### config.mk
export PLATFORM = sky130hd
export DESIGN_NAME = imem_arbiter
export DESIGN_NICKNAME = d
export VERILOG_FILES = /design/src/rtl/imem_arbiter.sv
export SDC_FILE = /design/constraint.sdc
export NUM_CORES = 1
export LEC_CHECK = 0
export ABC_CLOCK_PERIOD_IN_PS = 1250
export CORE_ASPECT_RATIO = 0.8
export CORE_MARGIN = 2
export CORE_UTILIZATION = 20
export DETAILED_ROUTE_END_ITERATION = 6
export GPL_ROUTABILITY_DRIVEN = 0
export GPL_TIMING_DRIVEN = 0
export PLACE_DENSITY = 0.79
export SLEW_MARGIN = 20
export SYNTH_ARGS = -nofsm -noshare
export SYNTH_HDL_FRONTEND = slang
export SYNTH_SLANG_ARGS = --single-unit
### constraint.sdc
create_clock -name CLK -period 1.25 [get_ports CLK]
set_input_delay 0.25 -clock CLK [delete_from_list [all_inputs] [get_ports CLK]]
set_output_delay 0.25 -clock CLK [all_outputs]
set_load 0.1 [all_outputs]
### src/rtl/imem_arbiter.sv
// imem_arbiter: round-robin arbiter letting two CPU instruction caches share
// one RAM read port. The data side (dbusy) holds off new grants, but a fetch
// that is already in progress always runs to completion.
module imem_arbiter #(
  parameter bit FIRST_CPU = 1'b0
) (
  input  logic        CLK,
  input  logic        nRST,
  input  logic [1:0]  iREN,
  input  logic [31:0] iaddr0,
  input  logic [31:0] iaddr1,
  input  logic        dbusy,
  output logic [1:0]  iwait,
  output logic [31:0] iload0,
  output logic [31:0] iload1,
  output logic        ramREN,
  output logic [31:0] ramaddr,
  input  logic [31:0] ramload,
  input  logic [1:0]  ramstate,
  output logic [1:0]  grant
);

  localparam logic [1:0] RAM_ACCESS = 2'd2;

  typedef enum logic {IDLE = 1'b0, SERVE = 1'b1} state_t;

  state_t state_q, state_d;
  logic   g_q, g_d;        // CPU that owns the current transaction
  logic   last_q, last_d;  // CPU that most recently received a word
  logic   pick;

  // Only a lone requester wins outright. When both CPUs request, the CPU
  // that was not served last wins.
  assign pick = (iREN == 2'b11) ? ~last_q : iREN[1];

  // Next-state and output decode. The RAM is never addressed during an IDLE
  // cycle, so each grant costs one cycle of latency.
  always_comb begin
    state_d = state_q;
    g_d     = g_q;
    last_d  = last_q;
    iwait   = 2'b11;
    iload0  = '0;
    iload1  = '0;
    ramREN  = 1'b0;
    ramaddr = '0;
    grant   = 2'b00;
    case (state_q)
      IDLE: begin
        if (!dbusy && (iREN != 2'b00)) begin
          g_d     = pick;
          state_d = SERVE;
        end
      end
      SERVE: begin
        grant   = g_q ? 2'b10 : 2'b01;
        ramaddr = g_q ? iaddr1 : iaddr0;
        if (!iREN[g_q]) begin
          // The owner dropped its request. Release the RAM and keep last_q
          // unchanged, because no word was delivered.
          state_d = IDLE;
        end else begin
          ramREN = 1'b1;
          // FREE, BUSY and ERROR all leave the fetch in SERVE, so an ERROR
          // response just retries the same read.
          if (ramstate == RAM_ACCESS) begin
            iwait[g_q] = 1'b0;
            if (g_q) iload1 = ramload;
            else     iload0 = ramload;
            last_d  = g_q;
            state_d = IDLE;
          end
        end
      end
      default: state_d = IDLE;
    endcase
  end

  // State registers with synchronous active-low reset.
  always_ff @(posedge CLK) begin
    if (!nRST) begin
      state_q <= IDLE;
      g_q     <= FIRST_CPU;
      last_q  <= ~FIRST_CPU;
    end else begin
      state_q <= state_d;
      g_q     <= g_d;
      last_q  <= last_d;
    end
  end

endmodule

# [Yosys cells after proc, flatten, opt, wreduce, memory -nomap -nowiden]
# Cells that the tools add are included.
[word_totals] register_bits=3 latchBits=0 mem_bits_rw=0 rom_bits=0 input_bits=103 output_inout_bits=101 elab_cells=42 memories=0
[op_classes] n_addsub=0 mul=0 n_div=0 order_cmp=2 n_eq_ne=2 n_shift=0 muxes=26 n_bitwise=3 reduce_logical=6
[op_table] operator="2-to-1 mux 32 bit" n=10
[op_table] operator="2-to-1 mux 2 bit" n=5
[op_table] operator="2-to-1 mux 1 bit" n=9
[op_table] operator="== test 2 bit (second input constant)" n=2
[op_table] operator="AND reduction 3 bit" n=1
[op_table] operator="logical AND 1 bit" n=2
[op_table] operator="less-than comparator 1 x 2 -> 1 bit (second input constant)" n=1
[op_table] operator="NOT 1 bit" n=2
[op_table] operator="NOT 2 bit" n=1
[op_table] operator="one-hot mux 1 bit (2 select lines)" n=1
[op_table] operator="AND reduction 2 bit" n=1
[op_table] operator="nonzero test 2 bit" n=1
[op_table] operator="demux 1 bit (select 1 bit)" n=1
[op_table] operator="greater-or-equal comparator 1 bit (second input constant)" n=1
[op_table] operator="zero test 1 bit" n=1

# [Longest topological paths before layout]
[logic_depth] word_depth=8 mapped_depth=5 depth_no_buf=4

# [Worst setup path after synthesis]
# OpenSTA, ideal clock, no wires.
[synth_path] kind="register to output" startpoint="reg state_q" endpoint="out iload0[23]" arrival_time_ns=2.166 required_ns=1.000 path_slack_ns=-1.166 stages_incl_launch_ff=5 n_path_buf=1 path_cell_list="dfxtp_1 nor2b_4 and3_4 buf_6 and2_1"
[synth_via] elab_chain_len=1
[synth_lines] element="start, declared" line_no="27" rtl="state_t state_q, state_d;"
[synth_lines] element="start signal, assigned" line_no="86" rtl="state_q <= state_d;"
[synth_lines] element="2-to-1 mux 32 bit" line_no="48" rtl="case (state_q)"
[synth_lines] element="end, declared" line_no="14" rtl="output logic [31:0] iload0,"
# Every way passes these cells.

# [Worst setup path in the final report]
[layout_path] startpoint="reg g_q" endpoint="out iload1[14]"
[layout_via] elab_chain_len=4 word_cells_on_any_way=6 cone_classes="mux (6)"
[layout_lines] element="start, declared" line_no="28" rtl="logic g_q, g_d;"
[layout_lines] element="start signal, assigned" line_no="87" rtl="g_q <= g_d;"
[layout_lines] element="2-to-1 mux 32 bit or 2-to-1 mux 1 bit (tied branches)" line_no="68, 58"
[layout_lines] element="2-to-1 mux 32 bit or 2-to-1 mux 1 bit (tied branches)" line_no="66, 58"
[layout_lines] element="2-to-1 mux 32 bit *" line_no="58" rtl="if (!iREN[g_q]) begin"
[layout_lines] element="2-to-1 mux 32 bit *" line_no="48"
[layout_lines] element="end, declared" line_no="15" rtl="output logic [31:0] iload1,"
# Mark *: on every way between the ends. The rest lies on a longest branch, timed or not. The select of a mux whose other input is x is not followed.

==> summary.md <==
| Metric | Value |
|---|---|
| I/O Pins | 204 |
| Post-route ant nets | 0 |
| RSZ-0062 raised after global routing | true |
| Peak supply drop | ~390 uV |
| Synth cell count leaders | and2_1, nor2b_1, mux2i_1, buf_6 |
| Die area | 6780 um^2 |
| Worst Path Arrival | 1.63 ns |
| Critical path launch point type | register |
| Port buffer count | around 200 |
| CTS Buf Count | 3 |
| Vias in the first global route | 2198 |
| Number of synthesized flops with an enable pin | 0 |
| Post-synth ARST share | 0% |
| Fmax | approximately 530 MHz |
| Total number of vias | 2179 |
| Mapped Cells | around 160 |
| Worst Clk Skew | 0.00543 ns |
| Seq/Total Area, Yosys | 4.90% |
| Static leakage | 2.06 nW |
| Routed length per instance | slightly above 20 um |
| GRT overflow | 0 |
| Max Transition Viols Final | 0 |
| Top Metal Used | met4 |
| Worst-margin pin slew | around 0.24 ns |
| Largest net degree at the start of global routing | 11 |
| Routed wl met2 | between 5000 and 6000 um |
| Req. time, crit path | 1.00 ns |
| Clock sink count | 3 |
| Starting Density | 20.7% |
| CP Capture Type | primary output |
| First-pass iteration count of the detailed router | 4 |
| Avg Cell Area, Syn | 7.48 um^2 |
| Period utilisation layout | 151% |
| #FFs+latches synth | 3 |
| Layout cells sized above 1 | 70.8% |
| Width of the chip | a little over 90 um |
| CTS clock-pin slew for the worst setup and hold paths | 0.03 ns |
| First-pass GRT wire length | 12500 um |
| Vias per cell | 4.58 |
| CTS tree | done |
| Layout Nets | about 500 |
| Setup ws final | -0.634 ns |
| Row cnt | 25 |
| Primary FF master, synth | dfxtp_1 |
| Synth unique cells | 19 |
| Final setup viols | 102 |
| Drt drc | 0 |
| Clock Tree Buf Depth | 2 |
| Cell count after placement | ~450 |
| Iter 0 DRT Violations | 24 |
| Syn_nets | approximately 270 |
| Worst-Skew Late Latency | 0.22 ns |
| Initial antenna violation count | 1 |
| WS Path Type | register to primary output |
| Core area | 5910 um^2 |
| Failing checks | setup timing |
| Leading post-synthesis cells by cell area | and2_1, mux2i_1, nor2b_1 |
| Cell Count, Final, Fillers Out | ~480 |
| Post-Route WL | between 9000 and 10000 um |
| Hold_buf cts | 0 |
| Met3 WL | 791 um |
| Final hold violations | 0 |
| Rel. slew slack | between 80% and 90% |
| Hold WC Path Type | input pin to register |
| GRT Resource Usage Total | between 20% and 30% |
| Hold_ws | between 0.5 and 0.6 ns |
| Most common cell in the netlist | and2_1 |
| Post-synth top area share | 32.7% |
| Final min period | 1.88 ns |
| CTS Root Cell | clkbuf_8 |
| Wl on met1 | 3270 um |
| Area Overhead vs Synth | 322% |
| Syn Std Cell Area | 1230 um^2 |
| Crit path max fanout | 6 |
| Hpwl dp | 5100 um |
| PwrDens | 399 nW/um^2 |
| Die H | 74.0 um |
| Synth area leader | and2_1 |
| MaxCap Viol Count | 0 |
| Synth warn | 0 |
| H-tree depth | 1 |
| Outcome | finished with violations |
==> placed cells by master (no fill, tap or decap) <==
cell,netlist,final
a21bo_2,1,1
a21oi_1,1,1
a2bb2o_4,0,1
and2_4,1,65
and3_4,2,4
buf_12,0,81
buf_4,4,25
buf_6,6,20
buf_8,0,5
clkbuf_1,3,1
clkbuf_16,0,1
clkbuf_2,0,2
clkbuf_8,0,4
clkdlybuf4s50_1,0,98
clkinvlp_4,0,1
dfxtp_1,3,1
dfxtp_2,0,1
dfxtp_4,0,1
diode_2,0,1
dlygate4sd2_1,0,4
inv_1,4,2
inv_4,0,1
mux2i_1,33,2
mux2i_2,0,12
mux2i_4,0,19
nand2_1,1,1
nand3_1,1,1
nor2_1,2,2
nor2b_2,0,2
nor2b_4,1,33
o211ai_1,1,1
o21ai_0,1,1
==> power by group <==
group	switching, mW	internal [mW]	leakage (nW)
combinational	0.886	0.774	2.01
clock	0.0754	0.218	0.0228
sequential	0.00730	0.101	0.0256
==> routing by layer <==
metal / global-route usage [%] / vias to the layer above
met4: 7.24 / 0
li1: - / 998
met2: 46.9 / 137
met5: 0 / -
met3: 6.89 / 24
met1: 24.9 / 1020
==> final timing paths <==
path / start / endpoint / slack (ns) / cells after the start
worst max-delay path: g_q$_SDFFE_PN0P_ / iload1[14] / -0.63 / 6
worst min-delay path: iREN[1] / g_q$_SDFFE_PN0P_ / 0.53 / 3
worst max register to register: g_q$_SDFFE_PN0P_ / last_q$_SDFFE_PN1P_ / -0.07 / 6
worst min register to register: last_q$_SDFFE_PN1P_ / last_q$_SDFFE_PN1P_ / 0.55 / 2
==> timing repair <==
action | CTS | global route
setup buffers | 5 | 10
resized for setup | 889 | 58
hold endpoints to repair | 0 | 0
setup endpoints to repair | 102 | 102
gates cloned | 9 | 1
pin swaps | 3 | 3
==> kinds of logic (layout without fill, tap and decap cells) <==
logic type | count (synthesis) | count (layout) | share of synthesized area [%]
AOI/OAI and AO/OA | 5 | 5 | 3.06
buffers and inverters | 17 | 245 | 10.1
DFF | 3 | 3 | 4.90
muxes | 33 | 33 | 26.9
other | 0 | 1 | 0
and+or+nand+nor | 106 | 108 | 55.0
==> through the flow <==
stage	util [%]	setup TNS [ns]	instance area [um^2]	total power, mW	setup slack (ns)
after floorplan	-	-49.60	1650	0.942	-0.740
after global placement	64.0	-144.38	3780	1.43	-1.65
after detailed placement	64.0	-145.30	3780	1.44	-1.67
after CTS	81.8	-47.93	4830	1.91	-0.541
after global routing	87.5	-55.63	5170	2.13	-0.657
final	87.5	-51.77	5170	2.06	-0.634
==> flip-flops by register name (all words and copies together) (netlist names) <==
name	cells
g_q	1
last_q	1
state_q	1
==> final cells by class <==
type | instances | area, um^2
fillers | 242 | 739
diodes | 1 | 2.50
well taps | 81 | 101
inverters | 4 | 21.3
multi-input cells | 146 | 1760
plain buffers | 13 | 145
repair buffers | 224 | 3030
clock buffers | 4 | 45.0
flip-flops and latches | 3 | 65.1
==> critical path, cell delays in order, from the launching register on <==
cell	delay (ns)
dfxtp_2	0.34
buf_6	0.13
and2_4	0.16
and3_4	0.27
buf_6	0.15
and2_4	0.18
buf_12	0.18
Power figures use the tool's default switching activity.
